File: config.mk
export PLATFORM = sky130hd
export DESIGN_NAME = control_fsm
export DESIGN_NICKNAME = d
export VERILOG_FILES = /design/src/rtl/control_fsm.sv
export SDC_FILE = /design/constraint.sdc
export NUM_CORES = 1
export LEC_CHECK = 0
export CAP_MARGIN = 20
export CORE_UTILIZATION = 35
export CTS_CLUSTER_SIZE = 12
export DETAILED_ROUTE_END_ITERATION = 12
export PLACE_DENSITY = 0.71
export SETUP_SLACK_MARGIN = 0.15
export SYNTH_ARGS = -nofsm -noshare
export SYNTH_HDL_FRONTEND = slang
export SYNTH_SLANG_ARGS = --single-unit
export TNS_END_PERCENT = 10
File: constraint.sdc
create_clock -name clk -period 2.4 [get_ports clk]
set_clock_uncertainty 0.15 [all_clocks]
set_input_delay 0.36 -clock clk [delete_from_list [all_inputs] [get_ports clk]]
set_output_delay 0.36 -clock clk [all_outputs]
set_load 0.005 [all_outputs]
File: src/rtl/control_fsm.sv
// rtl/control_fsm.sv - multicycle RV64I control unit: decode, sequencing, branch resolve, instret
module control_fsm #(
   parameter int CNT_W           = 64,
   parameter bit HALT_ON_ILLEGAL = 1'b1
) (
   input  logic             clk,
   input  logic             reset,
   input  logic [31:0]      insn,
   input  logic [2:0]       flags_value,
   output logic             load_ins,
   output logic             load_imm,
   output logic             load_rs1,
   output logic             load_rs2,
   output logic             load_alu,
   output logic             load_pc_alu,
   output logic             load_data_memory,
   output logic             load_flags,
   output logic             load_regfile,
   output logic             load_pc,
   output logic             write_mem,
   output logic             sel_pc_next,
   output logic             sel_pc_alu,
   output logic             sel_alu_a,
   output logic             sel_alu_b,
   output logic [1:0]       sel_rd,
   output logic [1:0]       sel_mem_size,
   output logic [2:0]       sel_mem_extension,
   output logic [2:0]       func3,
   output logic             sub_sra,
   output logic [4:0]       rd_addr,
   output logic [4:0]       rs1_addr,
   output logic [4:0]       rs2_addr,
   output logic [31:0]      code,
   output logic             halted,
   output logic [CNT_W-1:0] instret
);

   typedef enum logic [3:0] {
      S_FETCH,
      S_DECODE,
      S_EXEC,
      S_MEM_RD,
      S_LOAD_WB,
      S_MEM_WR,
      S_WB,
      S_BR_RES,
      S_HALT
   } state_t;

   localparam logic [6:0] OPC_LOAD   = 7'b0000011;
   localparam logic [6:0] OPC_STORE  = 7'b0100011;
   localparam logic [6:0] OPC_OP     = 7'b0110011;
   localparam logic [6:0] OPC_OP_IMM = 7'b0010011;
   localparam logic [6:0] OPC_BRANCH = 7'b1100011;
   localparam logic [6:0] OPC_JAL    = 7'b1101111;
   localparam logic [6:0] OPC_JALR   = 7'b1100111;
   localparam logic [6:0] OPC_AUIPC  = 7'b0010111;
   localparam logic [6:0] OPC_LUI    = 7'b0110111;

   state_t state, state_next;

   logic [6:0] opcode;
   logic [2:0] f3;
   logic is_load, is_store, is_op, is_op_imm, is_branch;
   logic is_jal, is_jalr, is_auipc, is_lui, is_legal;
   logic flag_eq, flag_ls, flag_lu, taken;

   logic en_ins, en_imm, en_rs1, en_rs2, en_alu, en_pc_alu;
   logic en_data_memory, en_flags, en_regfile, en_pc, en_write_mem, in_halt;

   // insn[31] and insn[29:25] only matter to the immediate generator in the datapath
   logic unused_insn_bits;
   assign unused_insn_bits = ^{insn[31], insn[29:25]};

   assign opcode   = insn[6:0];
   assign f3       = insn[14:12];
   assign rd_addr  = insn[11:7];
   assign rs1_addr = insn[19:15];
   assign rs2_addr = insn[24:20];

   assign is_load   = (opcode == OPC_LOAD);
   assign is_store  = (opcode == OPC_STORE);
   assign is_op     = (opcode == OPC_OP);
   assign is_op_imm = (opcode == OPC_OP_IMM);
   assign is_branch = (opcode == OPC_BRANCH);
   assign is_jal    = (opcode == OPC_JAL);
   assign is_jalr   = (opcode == OPC_JALR);
   assign is_auipc  = (opcode == OPC_AUIPC);
   assign is_lui    = (opcode == OPC_LUI);
   assign is_legal  = is_load | is_store | is_op | is_op_imm | is_branch
                    | is_jal | is_jalr | is_auipc | is_lui;

   assign flag_eq = flags_value[2];
   assign flag_ls = flags_value[1];
   assign flag_lu = flags_value[0];

   always_comb begin
      taken = 1'b0;
      case (f3)
         3'b000:  taken = flag_eq;
         3'b001:  taken = ~flag_eq;
         3'b100:  taken = flag_ls;
         3'b101:  taken = ~flag_ls;
         3'b110:  taken = flag_lu;
         3'b111:  taken = ~flag_lu;
         default: taken = 1'b0;
      endcase
   end

   // one-hot immediate format {J,U,B,S,I}; R-type and unknown opcodes carry no immediate
   always_comb begin
      code    = '0;
      code[0] = is_load | is_op_imm | is_jalr;
      code[1] = is_store;
      code[2] = is_branch;
      code[3] = is_lui | is_auipc;
      code[4] = is_jal;
   end

   always_ff @(posedge clk) begin
      if (reset) begin
         state   <= S_FETCH;
         instret <= '0;
      end else begin
         state <= state_next;
         if (load_pc)
            instret <= instret + CNT_W'(1);
      end
   end

   always_comb begin
      state_next        = state;
      en_ins            = 1'b0;
      en_imm            = 1'b0;
      en_rs1            = 1'b0;
      en_rs2            = 1'b0;
      en_alu            = 1'b0;
      en_pc_alu         = 1'b0;
      en_data_memory    = 1'b0;
      en_flags          = 1'b0;
      en_regfile        = 1'b0;
      en_pc             = 1'b0;
      en_write_mem      = 1'b0;
      in_halt           = 1'b0;
      sel_pc_next       = 1'b0;
      sel_pc_alu        = 1'b0;
      sel_alu_a         = 1'b0;
      sel_alu_b         = 1'b0;
      sel_rd            = 2'd0;
      sel_mem_size      = 2'd0;
      sel_mem_extension = 3'd0;
      func3             = 3'd0;
      sub_sra           = 1'b0;

      case (state)
         S_FETCH: begin
            en_ins     = 1'b1;
            en_pc_alu  = 1'b1;
            state_next = S_DECODE;
         end

         S_DECODE: begin
            en_imm = 1'b1;
            en_rs1 = 1'b1;
            en_rs2 = 1'b1;
            if (is_lui)
               state_next = S_WB;
            else if (!is_legal)
               state_next = HALT_ON_ILLEGAL ? S_HALT : S_WB;
            else
               state_next = S_EXEC;
         end

         S_EXEC: begin
            en_alu     = 1'b1;
            state_next = S_WB;
            if (is_op) begin
               func3   = f3;
               sub_sra = insn[30];
            end else if (is_op_imm) begin
               sel_alu_b = 1'b1;
               func3     = f3;
               sub_sra   = (f3 == 3'b101) ? insn[30] : 1'b0;
            end else if (is_jal || is_auipc) begin
               sel_alu_a = 1'b1;
               sel_alu_b = 1'b1;
            end else if (is_branch) begin
               en_alu     = 1'b0;
               en_flags   = 1'b1;
               state_next = S_BR_RES;
            end else begin
               sel_alu_b = 1'b1;
               if (is_load)
                  state_next = S_MEM_RD;
               else if (is_store)
                  state_next = S_MEM_WR;
            end
         end

         S_MEM_RD: begin
            en_data_memory = 1'b1;
            sel_mem_size   = f3[1:0];
            state_next     = S_LOAD_WB;
         end

         S_LOAD_WB: begin
            en_regfile        = 1'b1;
            en_pc             = 1'b1;
            sel_mem_size      = f3[1:0];
            sel_mem_extension = f3;
            state_next        = S_FETCH;
         end

         S_MEM_WR: begin
            en_write_mem = 1'b1;
            en_pc        = 1'b1;
            sel_mem_size = f3[1:0];
            state_next   = S_FETCH;
         end

         S_WB: begin
            en_pc      = 1'b1;
            en_regfile = is_legal;
            state_next = S_FETCH;
            if (is_lui)
               sel_rd = 2'd1;
            else if (is_op || is_op_imm || is_auipc)
               sel_rd = 2'd2;
            else if (is_jal || is_jalr) begin
               sel_rd      = 2'd3;
               sel_pc_next = 1'b1;
            end
         end

         S_BR_RES: begin
            en_pc      = 1'b1;
            sel_pc_alu = taken;
            state_next = S_FETCH;
         end

         S_HALT: begin
            in_halt    = 1'b1;
            state_next = S_HALT;
         end

         default: state_next = S_FETCH;
      endcase
   end

   // reset suppresses every side effect in the same cycle, so an interrupted store never lands
   assign load_ins         = en_ins & ~reset;
   assign load_imm         = en_imm & ~reset;
   assign load_rs1         = en_rs1 & ~reset;
   assign load_rs2         = en_rs2 & ~reset;
   assign load_alu         = en_alu & ~reset;
   assign load_pc_alu      = en_pc_alu & ~reset;
   assign load_data_memory = en_data_memory & ~reset;
   assign load_flags       = en_flags & ~reset;
   assign load_regfile     = en_regfile & ~reset;
   assign load_pc          = en_pc & ~reset;
   assign write_mem        = en_write_mem & ~reset;
   assign halted           = in_halt & ~reset;

endmodule
==> metrics.yaml, run 1 <==
sta:
  slew_violations: 0
  worstMarginPinSlew_ns: 0.5336
  timing.setup.tns_ns: -0.1507
  period_share_pct: 103.0
  setup_viol: 4
  hold_viol: 0
  rsz0062_at_grt: "true"
  worst_slack_ns: -0.07315
  layout_min_cycle_time_ns: 2.473
  max_freq_mhz: 404.3
  relSlewSlack_pct: 64.43
setup_path:
  cp.required_ns: 2.52
  crit_type: "flip-flop to flip-flop"
  path_cells: "or3b_4 > or4_4 > or4b_4 > or3_1 > a21oi_2"
  cp_data_arrival_time_ns: 2.59
  critical_path.max_fanout: 5
  slowest_stage: "or4_4"
  worst_setup_path_end_kind: "flip-flop"
  cp-start-kind: "flip-flop"
  max_stage_delay_ns: 0.55
routing:
  wl_per_cell_um: 15.13
  drt_iter0_drc: 220
  drt-vias-per-instance: 5.317
  first_pass_iters: 5
  antenna_left: 0
  num_vias: 4349
  wirelength_um: 12370
  drc: 0
cts:
  htreeDepth: 3
  clk_pin_slew_ns: 0.05
  cts.path.max_buffers: 2
  clockRootBuffer: "clkbuf_16"
  cts_tree: "yes"
  cts_buffers: 9
  clock_sinks: 68
  clk_latency_ns: 0.33
layout:
  finalNonFillerCells: 818
  drive_gt1_share_pct: 24.04
  fin_nets: 711
  insertedDiodeCount: 0
  num-fill-cells: 1019
  area_delta_synth_final_pct: 51.89
global_routing:
  grt_overflow: 0
  grt_pass1_vias: 4116
  grt_pass1_wl_um: 19670
  antenna_found_initial: 0
  globalRouteTotalUtil_pct: 21.22
  grt_max_degree: 69
logic_synthesis:
  ys_async_sr_fraction_pct: 0
  syn_avg_cell_area_um2: 7.807
  yosys-top-cells-count: "dfxtp_1 (68), nor2_1 (53), buf_4 (48), a21oi_1 (33), nand4_1 (32)"
  synth_edf_count: 0
  synthFlopType: "dfxtp_1"
  synth_area_leaders: "dfxtp_1 (34%), buf_4 (9.1%), nand4_1 (5.0%)"
  ys_ff_latch: 68
  yosysTopAreaCell: "dfxtp_1"
  netlist_area_mm2: 0.003974
  synth_cells: 509
  ys.warnings.count: 0
  synth_seq_area_share_pct: 34.26
  synth_top_area_share_pct: 34.26
  synth_most_common_cell: "dfxtp_1"
  ys_types: 43
worst_hold_path:
  hold_class: "flip-flop to flip-flop"
floorplan:
  die_x_um: 108.6
  row_count: 38
  initial_core_util_pct: 36.34
  boundaryPins: 175
  dieArea_mm2: 0.01178
  core_mm2: 0.01094
  die_h_um: 108.6
status:
  outcome: "complete, but fails checks"
  violations: "setup timing"
power_and_ir_drop:
  power_uw: 2598
  p_per_area_mw_per_mm2: 430.4
  cellLeakagePower_uw: 0.002261
  max-vdd-ir-drop_uv: 411.7
job:
  cap_violations: 0
placement:
  gp_congestion: 0.9330
  dp.cells: 797
  dp_hpwl_um: 9079
  port_buffers: 111
==> where the power goes <==
part | internal (uW) | total, uW | switching (uW)
clock | 783 | 1250 | 463
sequential | 1140 | 1140 | 4.48
combinational | 98.5 | 212 | 114
total | 2020 | 2600 | 581
==> area by class of cell <==
cell class                      count  area (um^2)  area share (%)
Multi-Input combinational cell    387         2459           40.73
Clock inverter                      1        5.005         0.08292
Timing Repair Buffer              193         1694           28.07
Tap cell                          140        175.2           2.902
Inverter                           14        52.55          0.8706
Sequential cell                    68         1373           22.74
Clock buffer                       15        277.8           4.602
==> cells in the final DEF, fill, tap and decap left out, types with 8 or more instances in the layout <==
| cell type | Yosys | final |
|---|---|---|
| a21oi_1 | 33 | 31 |
| and3_1 | 11 | 10 |
| buf_4 | 48 | 74 |
| buf_6 | 1 | 8 |
| clkbuf_16 | 0 | 9 |
| clkdlybuf4s50_1 | 0 | 76 |
| conb_1 | 1 | 27 |
| dfxtp_1 | 68 | 61 |
| dlygate4sd2_1 | 0 | 13 |
| inv_1 | 14 | 14 |
| nand2_1 | 27 | 26 |
| nand3_1 | 25 | 24 |
| nand4_1 | 32 | 32 |
| nor2_1 | 53 | 50 |
| nor3_1 | 19 | 15 |
| nor4_1 | 17 | 9 |
| o21ai_0 | 22 | 21 |
| or3_1 | 26 | 21 |
| xnor2_1 | 20 | 19 |
| xor2_1 | 20 | 20 |
==> state kept, by name, summed over array words and instances (netlist names) <==
signal   count
state        4
instret     64
==> per-layer routing <==
layer  track usage [%]  share of wire, %
met4             7.722               2.1
met3             5.063               5.9
met1             25.41                42
met5                 0                 0
met2             36.66                50
==> cells by family (layout without fill, tap and decap cells) <==
| kind of cell | after synthesis | count (layout) | share of synthesized area (%) |
|---|---|---|---|
| buffers and inverters | 80 | 223 | 12.28 |
| other | 1 | 27 | 0.09437 |
| XOR/XNOR | 40 | 40 | 8.816 |
| adder cells (fa/ha/maj) | 1 | 1 | 0.3148 |
| AND/OR/NAND/NOR | 247 | 247 | 33.91 |
| multiplexers | 2 | 2 | 0.5353 |
| AO/OA/AOI/OAI | 70 | 70 | 9.792 |
| flip-flops | 68 | 68 | 34.26 |
==> final timing paths <==
path	startpoint	endpoint	slack [ns]	depth (start not counted)
max	state[2]	instret[57]	-0.07	5
max reg2reg	state[2]	instret[57]	-0.07	5
min reg2reg	instret[1]	instret[1]	0.34	2
min	instret[1]	instret[1]	0.34	2
==> what timing repair did <==
action                                  in CTS  in global routing
pin swaps                                   25                 17
endpoints found under the setup margin      61                 57
hold buffers                                 0                  0
resized for setup                           91                 48
buffers inserted                             5                  0
cloned                                       0                  0
==> per-stage QoR <==
step / worst slack, ns / util [%] / hold WS (ns) / instance area (um^2)
4_1_cts: -0.1030 / 54.27 / 0.3500 / 5934
5_1_grt: -0.1184 / 55.19 / 0.3644 / 6036
3_5_place_dp: -0.4913 / 50.26 / 0.3390 / 5497
3_3_place_gp: -0.4116 / 50.26 / 0.3154 / 5497
2_1_floorplan: -0.1871 / - / 0.3182 / 4073
6_report: -0.07315 / 55.19 / 0.3415 / 6036
==> worst max-delay path: cells and delay by family, from the launching register on <==
kind             cells  cell delay (ns)
AO/OA/AOI/OAI        1             0.11
flip-flops           1             0.32
AND/OR/NAND/NOR      4             1.83
(Power assumes the default switching activity.)
==> inputs of run 2 (changes only) <==
Settings changed: CELL_PAD_IN_SITES_DETAIL_PLACEMENT set to 1, CELL_PAD_IN_SITES_GLOBAL_PLACEMENT set to 1, CORE_UTILIZATION 35 to 27, PLACE_DENSITY 0.71 to unset, PLACE_DENSITY_LB_ADDON set to 0.1.
==> metrics.yaml, run 2 (synthesis gave the netlist of run 1 again) <==
status:
  outcome: "complete, but fails checks"  # unchanged
  violations: "setup timing"  # unchanged
routing:
  wl_per_cell_um: 16.22  # was 15.13 um
  wirelength_um: 14180  # was 12370 um
  drc: 0  # unchanged
  antenna_left: 0  # unchanged
  drt_iter0_drc: 163  # was 220
  drt-vias-per-instance: 4.912  # was 5.317
  first_pass_iters: 4  # was 5
  num_vias: 4293  # was 4349
floorplan:
  core_mm2: 0.01410  # was 0.01094 mm^2
  die_h_um: 123.3  # was 108.6 um
  boundaryPins: 175  # unchanged
  initial_core_util_pct: 28.19  # was 36.34%
  row_count: 43  # was 38
  die_x_um: 123.3  # was 108.6 um
  dieArea_mm2: 0.01521  # was 0.01178 mm^2
layout:
  final_common_cell: "buf_4"  # was clkdlybuf4s50_1
  largestRegisters: "instret x64, state x4"  # unchanged
  finalNonFillerCells: 874  # was 818
  fin_nets: 728  # was 711
  area_delta_synth_final_pct: 58.22  # was 51.89%
  drive_gt1_share_pct: 27.81  # was 24.04%
  top_register: "instret"  # unchanged
  design_area_mm2: 0.006287  # was 0.006036 mm^2
  largest_reg_flops: 64  # unchanged
  final_cell_mix: "buf_4 (90), clkdlybuf4s50_1 (72), dfxtp_1 (62)"  # was clkdlybuf4s50_1 (76), buf_4 (74), dfxtp_1 (61)
  insertedDiodeCount: 0  # unchanged
placement:
  dp_hpwl_um: 10870  # was 9079 um
  dp.cells: 852  # was 797
  dpl_cell_area_mm2: 0.005659  # was 0.005497 mm^2
  port_buffers: 111  # unchanged
  gp_congestion: 0.8034  # was 0.9330
setup_path:
  critical_path.max_fanout: 5  # unchanged
  path_buf_inv: 0  # unchanged
  slowest_stage: "or4b_4"  # was or4_4
  cp.required_ns: 2.52  # about the same
  crit_family: "simple AND/OR/NAND/NOR gates"  # unchanged
  cp-start-kind: "flip-flop"  # unchanged
  worst_setup_path_end_kind: "flip-flop"  # unchanged
  crit_type: "flip-flop to flip-flop"  # unchanged
  max_stage_delay_ns: 0.57  # was 0.55 ns
  path_cells: "or3b_4 > or4_4 > or4b_4 > or3_4 > a21oi_2"  # was or3b_4 > or4_4 > or4b_4 > or3_1 > a21oi_2
  cp_data_arrival_time_ns: 2.58  # was 2.59 ns
power_and_ir_drop:
  max-vdd-ir-drop_uv: 311.7  # was 411.7 uV
  p_per_area_mw_per_mm2: 403.4  # was 430.4 mW/mm^2
  cellLeakagePower_uw: 0.002434  # was 0.002261 uW
  power_uw: 2536  # was 2598 uW
global_routing:
  grt_pass1_wl_um: 23160  # was 19670 um
  grt_max_degree: 47  # was 69
  grt_pass1_vias: 4677  # was 4116
  globalRouteTotalUtil_pct: 19.69  # was 21.22%
  antenna_found_initial: 0  # unchanged
  grt_overflow: 0  # unchanged
sta:
  setup_viol: 2  # was 4
  max_freq_mhz: 406.1  # was 404.3 MHz
  rsz0062_at_grt: "true"  # unchanged
  period_share_pct: 102.6  # was 103.0%
  slew_violations: 0  # unchanged
  worst_slack_ns: -0.06259  # was -0.07315 ns
  worstMarginPinSlew_ns: 0.5149  # was 0.5336 ns
  relSlewSlack_pct: 65.67  # was 64.43%
  layout_min_cycle_time_ns: 2.463  # was 2.473 ns
  hold_viol: 0  # unchanged
  hold_slack_ns: 0.3413  # was 0.3415 ns
worst_hold_path:
  hold_class: "flip-flop to flip-flop"  # unchanged
job:
  cap_violations: 0  # unchanged
cts:
  clock_sinks: 68  # unchanged
  cts_buffers: 9  # unchanged
  htreeDepth: 3  # unchanged
  clk_latency_ns: 0.34  # was 0.33 ns
  cts_tree: "yes"  # unchanged
  cts.path.max_buffers: 2  # unchanged
  clk_pin_slew_ns: 0.06  # was 0.05 ns
  clockRootBuffer: "clkbuf_16"  # unchanged
[run 2: cell types whose count changed in the layout (fill, tap and decap cells not counted), sizes merged]
| cell | before | now |
|---|---|---|
| clkinv | 1 | 3 |
| clkbuf | 20 | 18 |
| dlymetal6s2s | 1 | 3 |
| dlygate4sd2 | 13 | 12 |
| buf | 88 | 107 |
| clkdlybuf4s50 | 76 | 72 |
[run 2: worst paths after layout]
path | startpoint | end | slack (ns) | cells after the start
setup / recovery | state[3] | instret[49] | -0.06 | 5
hold reg to reg | instret[63] | instret[63] | 0.34 | 2
hold / removal | instret[63] | instret[63] | 0.34 | 2
setup reg to reg | state[3] | instret[49] | -0.06 | 5
[run 2: repair_timing]
item	CTS	global route
hold buffers	0	0
setup endpoints to repair	65	57
pin swaps	32	25
buffers inserted	5	2
gates resized for setup	126	43
[run 2: routing by layer]
layer	global-route usage, %	wire (um)	vias to the layer above
met1	22.72	6024	2069
li1	-	-	2106
met4	5.045	161	0
met3	5.904	735	20
met2	35.16	7253	98
met5	0	0	-
[run 2: report_power, final]
part / internal (uW) / switching, uW / leakage (uW) / total [uW]
Clock: 688 / 483 / 0.000126 / 1170
Combinational: 103 / 121 / 0.00176 / 224
Sequential: 1140 / 4.72 / 0.000551 / 1140
Total: 1930 / 608 / 0.00243 / 2540
[run 2: stage by stage]
stage          setup TNS [ns]  setup slack [ns]  util [%]
6_report             -0.09392          -0.06259     44.60
5_1_grt               -0.8123           -0.1250     44.60
4_1_cts               -0.2063          -0.06935     43.79
2_1_floorplan         -0.3571           -0.1871         -
3_3_place_gp           -9.617           -0.4049     40.15
3_5_place_dp           -12.23           -0.4677     40.15
[run 2: worst min-delay path, delay by kind of cell (launching register included)]
family,cells,cell delay (ns)
AOI/OAI and AO/OA,2,0.12
DFF,1,0.32
[run 2: area by class of cell]
type | instances | area [um^2]
Multi-Input combinational cell | 387 | 2566
Timing Repair Buffer | 210 | 1823
Tap cell | 180 | 225.2
Sequential cell | 68 | 1369
Clock inverter | 3 | 15.01
Fill cell | 1690 | 7809
Clock buffer | 12 | 236.5
Inverter | 14 | 52.55
